--- src/rtl/rej_sample_ctrl.sv ---
// ============================================================================
// Module   : rej_sample_ctrl
// Brief    : Rejection-sampling sequencer around a 6-wide-write / 1-wide-read
//            coefficient FIFO; emits N accepted coefficients then pulses done.
// Revision : 1.0
// ============================================================================
`default_nettype none

module rej_sample_ctrl #(
    parameter int N     = 256,
    parameter int Q     = 3329,
    parameter int CNT_W = 16
) (
    input  logic                                clk,
    input  logic                                rst,
    input  logic                                start,
    input  logic [71:0]                         in_data,
    input  logic                                in_valid,
    output logic                                in_ready,
    output logic                                fifo_w_en,
    output logic [71:0]                         fifo_data,
    output logic [5:0]                          fifo_valid,
    input  logic                                fifo_full,
    input  logic                                fifo_empty,
    output logic                                fifo_r_en,
    input  logic [11:0]                         fifo_dout,
    input  logic                                fifo_vout,
    output logic                                fifo_clr,
    output logic [11:0]                         coef,
    output logic [((N > 1) ? $clog2(N) : 1)-1:0] coef_idx,
    output logic                                coef_valid,
    output logic                                busy,
    output logic                                done,
    output logic [CNT_W-1:0]                    rej_cnt
);

    localparam int IDX_W = (N > 1) ? $clog2(N) : 1;
    localparam int ACC_W = $clog2(N + 1);

    typedef enum logic [1:0] {
        S_IDLE = 2'd0,
        S_CLR  = 2'd1,
        S_RUN  = 2'd2,
        S_DONE = 2'd3
    } state_t;

    state_t             r_state;
    state_t             w_state_nxt;
    logic [ACC_W-1:0]   r_acc;
    logic [CNT_W-1:0]   r_rej_cnt;
    logic [11:0]        r_coef;
    logic [IDX_W-1:0]   r_coef_idx;
    logic               r_coef_valid;
    logic               w_run;
    logic               w_accept;
    logic               w_last;
    logic [2:0]         w_rej_lanes;
    logic [CNT_W:0]     w_rej_sum;
    logic [5:0]         w_lane_ok;

    genvar gi;
    generate
        for (gi = 0; gi < 6; gi++) begin : g_lane
            assign w_lane_ok[gi] = (in_data[12*gi +: 12] < 12'(Q));
        end
    endgenerate

    assign w_run      = (r_state == S_RUN);
    assign in_ready   = w_run & ~fifo_full;
    assign fifo_w_en  = in_valid & in_ready;
    assign fifo_data  = in_data;
    assign fifo_valid = w_lane_ok;
    assign fifo_r_en  = w_run & ~fifo_empty;
    assign fifo_clr   = rst | (r_state == S_CLR);
    assign busy       = (r_state == S_CLR) | w_run;
    assign done       = (r_state == S_DONE);

    // Returns arriving after the run has left RUN are silently discarded.
    assign w_accept = w_run & fifo_vout & (r_acc < ACC_W'(N));
    assign w_last   = (r_acc == ACC_W'(N - 1));

    always_comb begin
        w_rej_lanes = 3'd0;
        for (int i = 0; i < 6; i++) begin
            w_rej_lanes = w_rej_lanes + {2'b00, ~w_lane_ok[i]};
        end
    end

    assign w_rej_sum = {1'b0, r_rej_cnt} + (CNT_W+1)'(w_rej_lanes);

    always_comb begin
        w_state_nxt = r_state;
        case (r_state)
            S_IDLE:  if (start) w_state_nxt = S_CLR;
            S_CLR:   w_state_nxt = S_RUN;
            S_RUN:   if (w_accept && w_last) w_state_nxt = S_DONE;
            S_DONE:  w_state_nxt = start ? S_CLR : S_IDLE;
            default: w_state_nxt = S_IDLE;
        endcase
    end

    always_ff @(posedge clk) begin
        if (rst) begin
            r_state <= S_IDLE;
        end else begin
            r_state <= w_state_nxt;
        end
    end

    always_ff @(posedge clk) begin
        if (rst) begin
            r_acc        <= '0;
            r_rej_cnt    <= '0;
            r_coef       <= '0;
            r_coef_idx   <= '0;
            r_coef_valid <= 1'b0;
        end else begin
            r_coef_valid <= 1'b0;
            if (w_state_nxt == S_CLR) begin
                r_acc     <= '0;
                r_rej_cnt <= '0;
            end else begin
                if (fifo_w_en) begin
                    r_rej_cnt <= w_rej_sum[CNT_W] ? {CNT_W{1'b1}} : w_rej_sum[CNT_W-1:0];
                end
                if (w_accept) begin
                    r_coef       <= fifo_dout;
                    r_coef_idx   <= r_acc[IDX_W-1:0];
                    r_coef_valid <= 1'b1;
                    r_acc        <= r_acc + ACC_W'(1);
                end
            end
        end
    end

    assign coef       = r_coef;
    assign coef_idx   = r_coef_idx;
    assign coef_valid = r_coef_valid;
    assign rej_cnt    = r_rej_cnt;

endmodule

`default_nettype wire

--- config.mk ---
export PLATFORM = sky130hd
export DESIGN_NAME = rej_sample_ctrl
export DESIGN_NICKNAME = d
export VERILOG_FILES = /design/src/rtl/rej_sample_ctrl.sv
export SDC_FILE = /design/constraint.sdc
export NUM_CORES = 1
export LEC_CHECK = 0
export ABC_AREA = 1
export BUFFER_PORTS_ARGS = -buffer_cell sky130_fd_sc_hd__buf_2
export CELL_PAD_IN_SITES_DETAIL_PLACEMENT = 0
export CELL_PAD_IN_SITES_GLOBAL_PLACEMENT = 2
export CORE_MARGIN = 3
export CORE_UTILIZATION = 19
export DETAILED_ROUTE_END_ITERATION = 8
export GPL_ROUTABILITY_DRIVEN = 1
export HOLD_SLACK_MARGIN = 0.03
export PLACE_DENSITY_LB_ADDON = 0.1
export SYNTH_ARGS = -nofsm -noshare
export SYNTH_HDL_FRONTEND = slang
export SYNTH_SLANG_ARGS = --single-unit
export TNS_END_PERCENT = 50
--- constraint.sdc ---
create_clock -name clk -period 3.6 [get_ports clk]
set_clock_uncertainty 0.05 [all_clocks]
set_input_delay 0.54 -clock clk [delete_from_list [all_inputs] [get_ports clk]]
set_output_delay 0.54 -clock clk [all_outputs]
set_load 0.1 [all_outputs]
==> results.yml, run 1 <==
status:
  outcome: "complete, no violations"
grt:
  gr-usage-met1: 0.1348
  grt_use_met3: 0.02703
  track_usage: 0.1212
  top_usage_layer: "met2"
  grtUsageMet2: 0.2232
  antenna_found_initial: 2
  grt_pass1_vias: 3077
  overflow: 0
  grt_pass1_wl_um: 17220
  grt_start_max_net_pins: 44
yosys:
  synth_area_leaders: "dfxtp_1, buf_4, nand2_1, inv_1, nand3_1"
  ys_seq_area_frac: 0.2937
  synthAdderAreaFrac: 0.05889
  synthXorXnorAreaFrac: 0.01874
  ys_types: 25
  synth_compound_area_frac: 0.09522
  syn-mean-instance-area_sq_um: 6.831
  synthMuxAreaShare: 0
  synthSimpleGateAreaFrac: 0.2830
  yosysWarnings: 0
  synth_cells: 479
  synth_top_area_cell: "dfxtp_1"
  synth_seq_cells: 48
  synth_top_family_by_area: "simple AND/OR/NAND/NOR gates"
  syn-cell-area_sq_um: 3272
  synth_top_area_frac: 0.2937
  syn_nets: 583
clock_tree:
  clkLatencyLatePin_ns: 0.30
  clk_pin_slew_worst_paths_ns: 0.07
  cts_hold_buf: 0
  cts_buffers: 5
  htreeDepth: 2
  tritoncts: "yes"
  clock-root-buffer: "clkbuf_16"
  cts_setup_buffers: 0
  clk_path_buf_depth: 2
  clock_sinks: 48
route:
  drt_iter0_markers: 95
  wl_per_cell_um: 14.23
  dr.pass1.iters: 4
  routed_wl_um: 12100
  drc_errors: 0
  vias: 3382
  viasPerCell: 3.979
  ant_nets: 0
worst_hold_path:
  worstHoldEndpoint: "r_state[0]"
  whs_path_depth: 2
  min_from: "rst"
  hold_path.class: "input pin to flip-flop"
layout:
  layout_commonest_cell: "buf_2"
  drive_gt1_frac: 0.4172
  final_cell_mix: "buf_2, nand2_1, inv_1"
  fill_cells: 1896
  nets: 732
  area_delta_synth_final_pct: 35.45
  fin_util: 0.2654
timing:
  finalMaxSlewViolations: 0
  timing.fmax_mhz: 287.3
  slew_headroom: 0.6626
  worst_pin_slew_ns: 0.5096
  rsz0062_at_grt: "yes"
  hold_viol_final: 0
  period_minus_slack_ns: 3.481
  whs_ns: 0.3895
  setup_viol: 0
  period_share: 0.9669
job:
  maxCapViolCount: 0
placement:
  gp_congestion: 0.7535
  place_hpwl_um: 9966
  numPortBuffers: 211
power:
  power_density_nw_per_um2: 488.7
  max-vdd-ir-drop_v: 0.0002959
  p_leak_nw: 2.263
  finalPower_w: 0.002166
critical_path:
  reg2regPathDepth: 15
  cp-start-kind: "input pin"
  rr_endpoint: "rej_cnt[13]"
  rrSetupSlack_ns: 0.64
  worstSetupEndpointType: "flip-flop"
  path_class: "input pin to flip-flop"
  cp.required_ns: 3.79
  crit_fanout: 12
  worstPathArrival_ns: 3.67
  reg2reg_from: "rej_cnt[0]"
floorplan:
  core_sq_um: 16700
  start_util: 0.1959
  die_area_sq_um: 18830
  die_w_um: 137.2
  std_cell_rows: 47
  num_io_pins: 212
  die_y_um: 137.2
-- layer usage --
layer	part of all wire	up-vias
met5	0	-
met4	0.029	0
met3	0.074	11
met2	0.51	131
met1	0.39	1483
li1	-	1757
-- logic make-up after synthesis --
| group | Yosys count |
|---|---|
| compound gates | 56 |
| xor+xnor | 7 |
| flops | 48 |
| fa+ha+maj | 13 |
| simple gates | 211 |
| buf+inv | 144 |
-- timing repair --
action | 4_1_cts | 5_1_grt
gates cloned | 0 | 0
pin swaps | 1 | 5
gates resized for setup | 1 | 5
endpoints found under the setup margin | 2 | 13
-- cell type report --
cell class	count	area (sq um)	area share
Antenna cell	2	5.005	0.001129
Clock buffer	6	138.9	0.03134
Clock inverter	1	8.758	0.001976
Inverter	59	221.5	0.04997
Multi-Input combinational cell	287	1629	0.3676
Sequential cell	48	960.9	0.2168
Tap cell	220	275.3	0.06211
Timing Repair Buffer	227	1192	0.2691
-- state kept, by name (all words and copies together) (netlist names) --
signal and flops:
rej_cnt 16, coef 12, r_acc 9, coef_idx 8, r_state 2, coef_valid 1
-- stage by stage --
| stage | area (sq um) | std cells | setup TNS (ns) | setup slack [ns] |
|---|---|---|---|---|
| 4_1_cts | 4410 | 848 | 0 | 0.01523 |
| 6_report | 4432 | 850 | 0 | 0.1192 |
| 2_1_floorplan | 3400 | 479 | -7.383 | -0.5371 |
| 3_3_place_gp | 4259 | 841 | -3.704 | -0.3175 |
| 3_5_place_dp | 4259 | 841 | -4.103 | -0.3440 |
| 5_1_grt | 4432 | 850 | -0.1793 | -0.03290 |
-- critical path, stage by stage --
cell and delay, ns:
buf_2 0.12, nor4_4 0.30, a21boi_2 0.12, o21bai_4 0.15, fa_1 0.44, fa_1 0.47
fa_2 0.36, inv_2 0.08, fa_2 0.22, nand3_2 0.08, nand2_2 0.09, nand2_2 0.06
nor2_4 0.12, nand4_1 0.16, buf_12 0.19, nand2_1 0.06, nor2_1 0.03, nor2_1 0.07
-- worst max path at each step --
stage | slack [ns] | end | from | cells after the start
after global placement | -0.32 | rej_cnt[12] | in_data[7] | 18
after CTS | 0.02 | rej_cnt[12] | in_data[7] | 18
final | 0.12 | rej_cnt[13] | in_data[27] | 18
after detailed placement | -0.34 | rej_cnt[12] | in_data[7] | 18
after floorplan | -0.54 | rej_cnt[14] | in_data[28] | 17
after global routing | -0.03 | rej_cnt[15] | in_data[7] | 18
-- synth_stat cells --
cell / number
nand3_1: 38
nor2_1: 46
dfxtp_1: 48
buf_4: 72
o22ai_1: 1
xor2_1: 5
a21oi_1: 37
nand2_2: 1
nand4_1: 7
fa_1: 4
clkbuf_1: 2
nand2_1: 96
o21ai_0: 6
or2_2: 2
nor4_1: 14
a21boi_0: 6
buf_2: 7
nor2_4: 2
inv_1: 59
buf_1: 4
xnor2_1: 2
nor3_1: 4
o21bai_1: 6
nand3_2: 1
ha_1: 9
-- power breakdown --
part | switching, W | leakage (nW) | internal [W]
sequential | 0.0000191 | 0.388 | 0.000565
clock | 0.000218 | 0.0729 | 0.000275
combinational | 0.000900 | 1.80 | 0.000188
total | 0.00114 | 2.26 | 0.00103
Power figures use the tool's default switching activity.
==> run 2, diff against run 1 <==
--- a/config.mk
+++ b/config.mk
@@ -7,10 +7,8 @@
 export LEC_CHECK = 0
 export ABC_AREA = 1
 export BUFFER_PORTS_ARGS = -buffer_cell sky130_fd_sc_hd__buf_2
-export CELL_PAD_IN_SITES_DETAIL_PLACEMENT = 0
-export CELL_PAD_IN_SITES_GLOBAL_PLACEMENT = 2
 export CORE_MARGIN = 3
-export CORE_UTILIZATION = 19
+export CORE_UTILIZATION = 39
 export DETAILED_ROUTE_END_ITERATION = 8
 export GPL_ROUTABILITY_DRIVEN = 1
 export HOLD_SLACK_MARGIN = 0.03
==> results.yml, run 2 (synthesized netlist as in run 1, its figures left out) <==
floorplan:
  num_io_pins: 212
  std_cell_rows: 32
  die_w_um: 97.60
  core_sq_um: 7928
  die_area_sq_um: 9525
  start_util: 0.4127
  die_y_um: 97.60
critical_path:
  cp_slowest_stage_delay_ns: 0.49
  cp_slowest_cell: "fa_1"
  worstSetupEndpointType: "flip-flop"
  critPathBufInv: 3
  cp-start-kind: "input pin"
  worstPathArrival_ns: 3.58
  critical_path.cell_chain: "buf_2 -> nor4_4 -> a21boi_2 -> o21bai_4 -> fa_1 -> fa_1 -> fa_2 -> inv_2 -> fa_2 -> nand3_2 -> nand2_2 -> nand2_2 -> nor2_4 -> nand4_1 -> buf_4 -> nand2_1 -> nor2_1 -> nor2_1"
  crit_fanout: 4
  path_class: "input pin to flip-flop"
  critPathTopFamily: "adder cells"
  cp.required_ns: 3.79
timing:
  slew_headroom: 0.5679
  period_share: 0.9404
  hold_viol_final: 0
  rsz0062_at_grt: "no"
  setup_viol: 0
  timing.fmax_mhz: 295.4
  period_minus_slack_ns: 3.385
  finalWorstSetupSlack_ns: 0.2146
  final.setup.tns_ns: 0
  worst_pin_slew_ns: 0.6474
  finalMaxSlewViolations: 0
clock_tree:
  clock-root-buffer: "clkbuf_8"
  clk_pin_slew_worst_paths_ns: 0.09
  tritoncts: "yes"
  clkLatencyLatePin_ns: 0.29
  htreeDepth: 2
  cts_hold_buf: 0
  cts_buffers: 5
  clk_path_buf_depth: 2
  clock_sinks: 48
worst_hold_path:
  hold_path.class: "input pin to flip-flop"
power:
  sw_frac_of_total: 0.5442
  max-vdd-ir-drop_v: 0.0003493
  p_sw_w: 0.001085
  seq_power_share: 0.293
  power_density_nw_per_um2: 472.8
  p_leak_nw: 2.238
  clkPwrFrac: 0.165
  p_comb_frac: 0.542
  power.internal_w: 0.0009085
route:
  dr.pass1.iters: 4
  drt_iter0_markers: 154
  ant_nets: 0
  drc_errors: 0
  viasPerCell: 4.677
  routed_wl_um: 10240
  wl_per_cell_um: 13.98
  vias: 3428
placement:
  placedInstanceArea_sq_um: 4099
  numPortBuffers: 211
  dp_slack_ns: -0.2246
  place_hpwl_um: 8544
  gp_congestion: 0.9342
layout:
  fin_area_sq_um: 4215
  area_delta_synth_final_pct: 28.83
  layout_commonest_cell: "buf_2"
  final_cell_mix: "buf_2, nand2_1, inv_1"
  largest_register_ffs: 16
  nets: 734
  drive_gt1_frac: 0.4143
grt:
  grt_pass1_vias: 3206
  overflow: 0
  antenna_found_initial: 1
  track_usage: 0.2045
  grt_start_max_net_pins: 44
  grt_pass1_wl_um: 16000
status:
  outcome: "complete, no violations"
job:
  maxCapViolCount: 0
run 2: cell types whose count changed in the layout (fill, tap and decap cells not counted), sizes merged:
cell	delta
buf	+2
diode	-1
run 2: path summary, 6_finish.rpt:
kind	endpoint	slack [ns]	depth (start not counted)	startpoint
worst max-delay path	rej_cnt[13]	0.21	18	in_data[4]
worst min-delay path	r_state[0]	0.39	2	rst
worst max register to register	rej_cnt[13]	0.61	15	rej_cnt[0]
worst min register to register	coef_idx[1]	0.43	2	coef_idx[1]
run 2: power by group through the flow:
stage / logic (W) / registers [W] / clock network (W)
after floorplan: 0.000735 / 0.000792 / 0
after global placement: 0.00107 / 0.000595 / 0
after detailed placement: 0.00108 / 0.000596 / 0
after CTS: 0.00108 / 0.000584 / 0.000339
after global routing: 0.00114 / 0.000589 / 0.000363
final: 0.00108 / 0.000584 / 0.000329
run 2: area by class of cell:
cell class	count	area, sq um
repair buffers	229	1195
flip-flops and latches	48	960.9
clock buffers	6	82.58
clock inverters	1	8.758
multi-input cells	287	1617
inverters	59	221.5
diodes	1	2.502
fillers	861	3712
well taps	102	127.6
run 2: per-stage QoR:
| step | utilization | std cells | hold slack [ns] | power [W] |
|---|---|---|---|---|
| final | 0.5317 | 733 | 0.3901 | 0.001993 |
| after global routing | 0.5317 | 733 | 0.3810 | 0.002090 |
| after CTS | 0.5286 | 730 | 0.3804 | 0.002006 |
| after detailed placement | 0.5170 | 723 | 0.4165 | 0.001679 |
| after global placement | 0.5170 | 723 | 0.4079 | 0.001670 |
| after floorplan | - | 479 | 0.4127 | 0.001527 |
run 2: timing repair:
action / CTS / global route
gates resized for setup: 0 / 2
setup buffers: 0 / 2
endpoints found under the setup margin: 0 / 13
run 2: worst reg2reg max path: cells and delay by family (launching register included):
family	cells	cell delay, ns
fa+ha+maj	4	1.57
buf+inv	3	0.33
flops	1	0.37
simple gates	8	0.61
run 2: metal layers:
metal  global-route usage  vias to the layer above  part of all wire
met2               0.3506                      121              0.48
met5                    0                        -                 0
met4              0.04686                        0             0.015
li1                     -                     1762                 -
met3              0.04738                       11             0.065
met1               0.2601                     1534              0.44
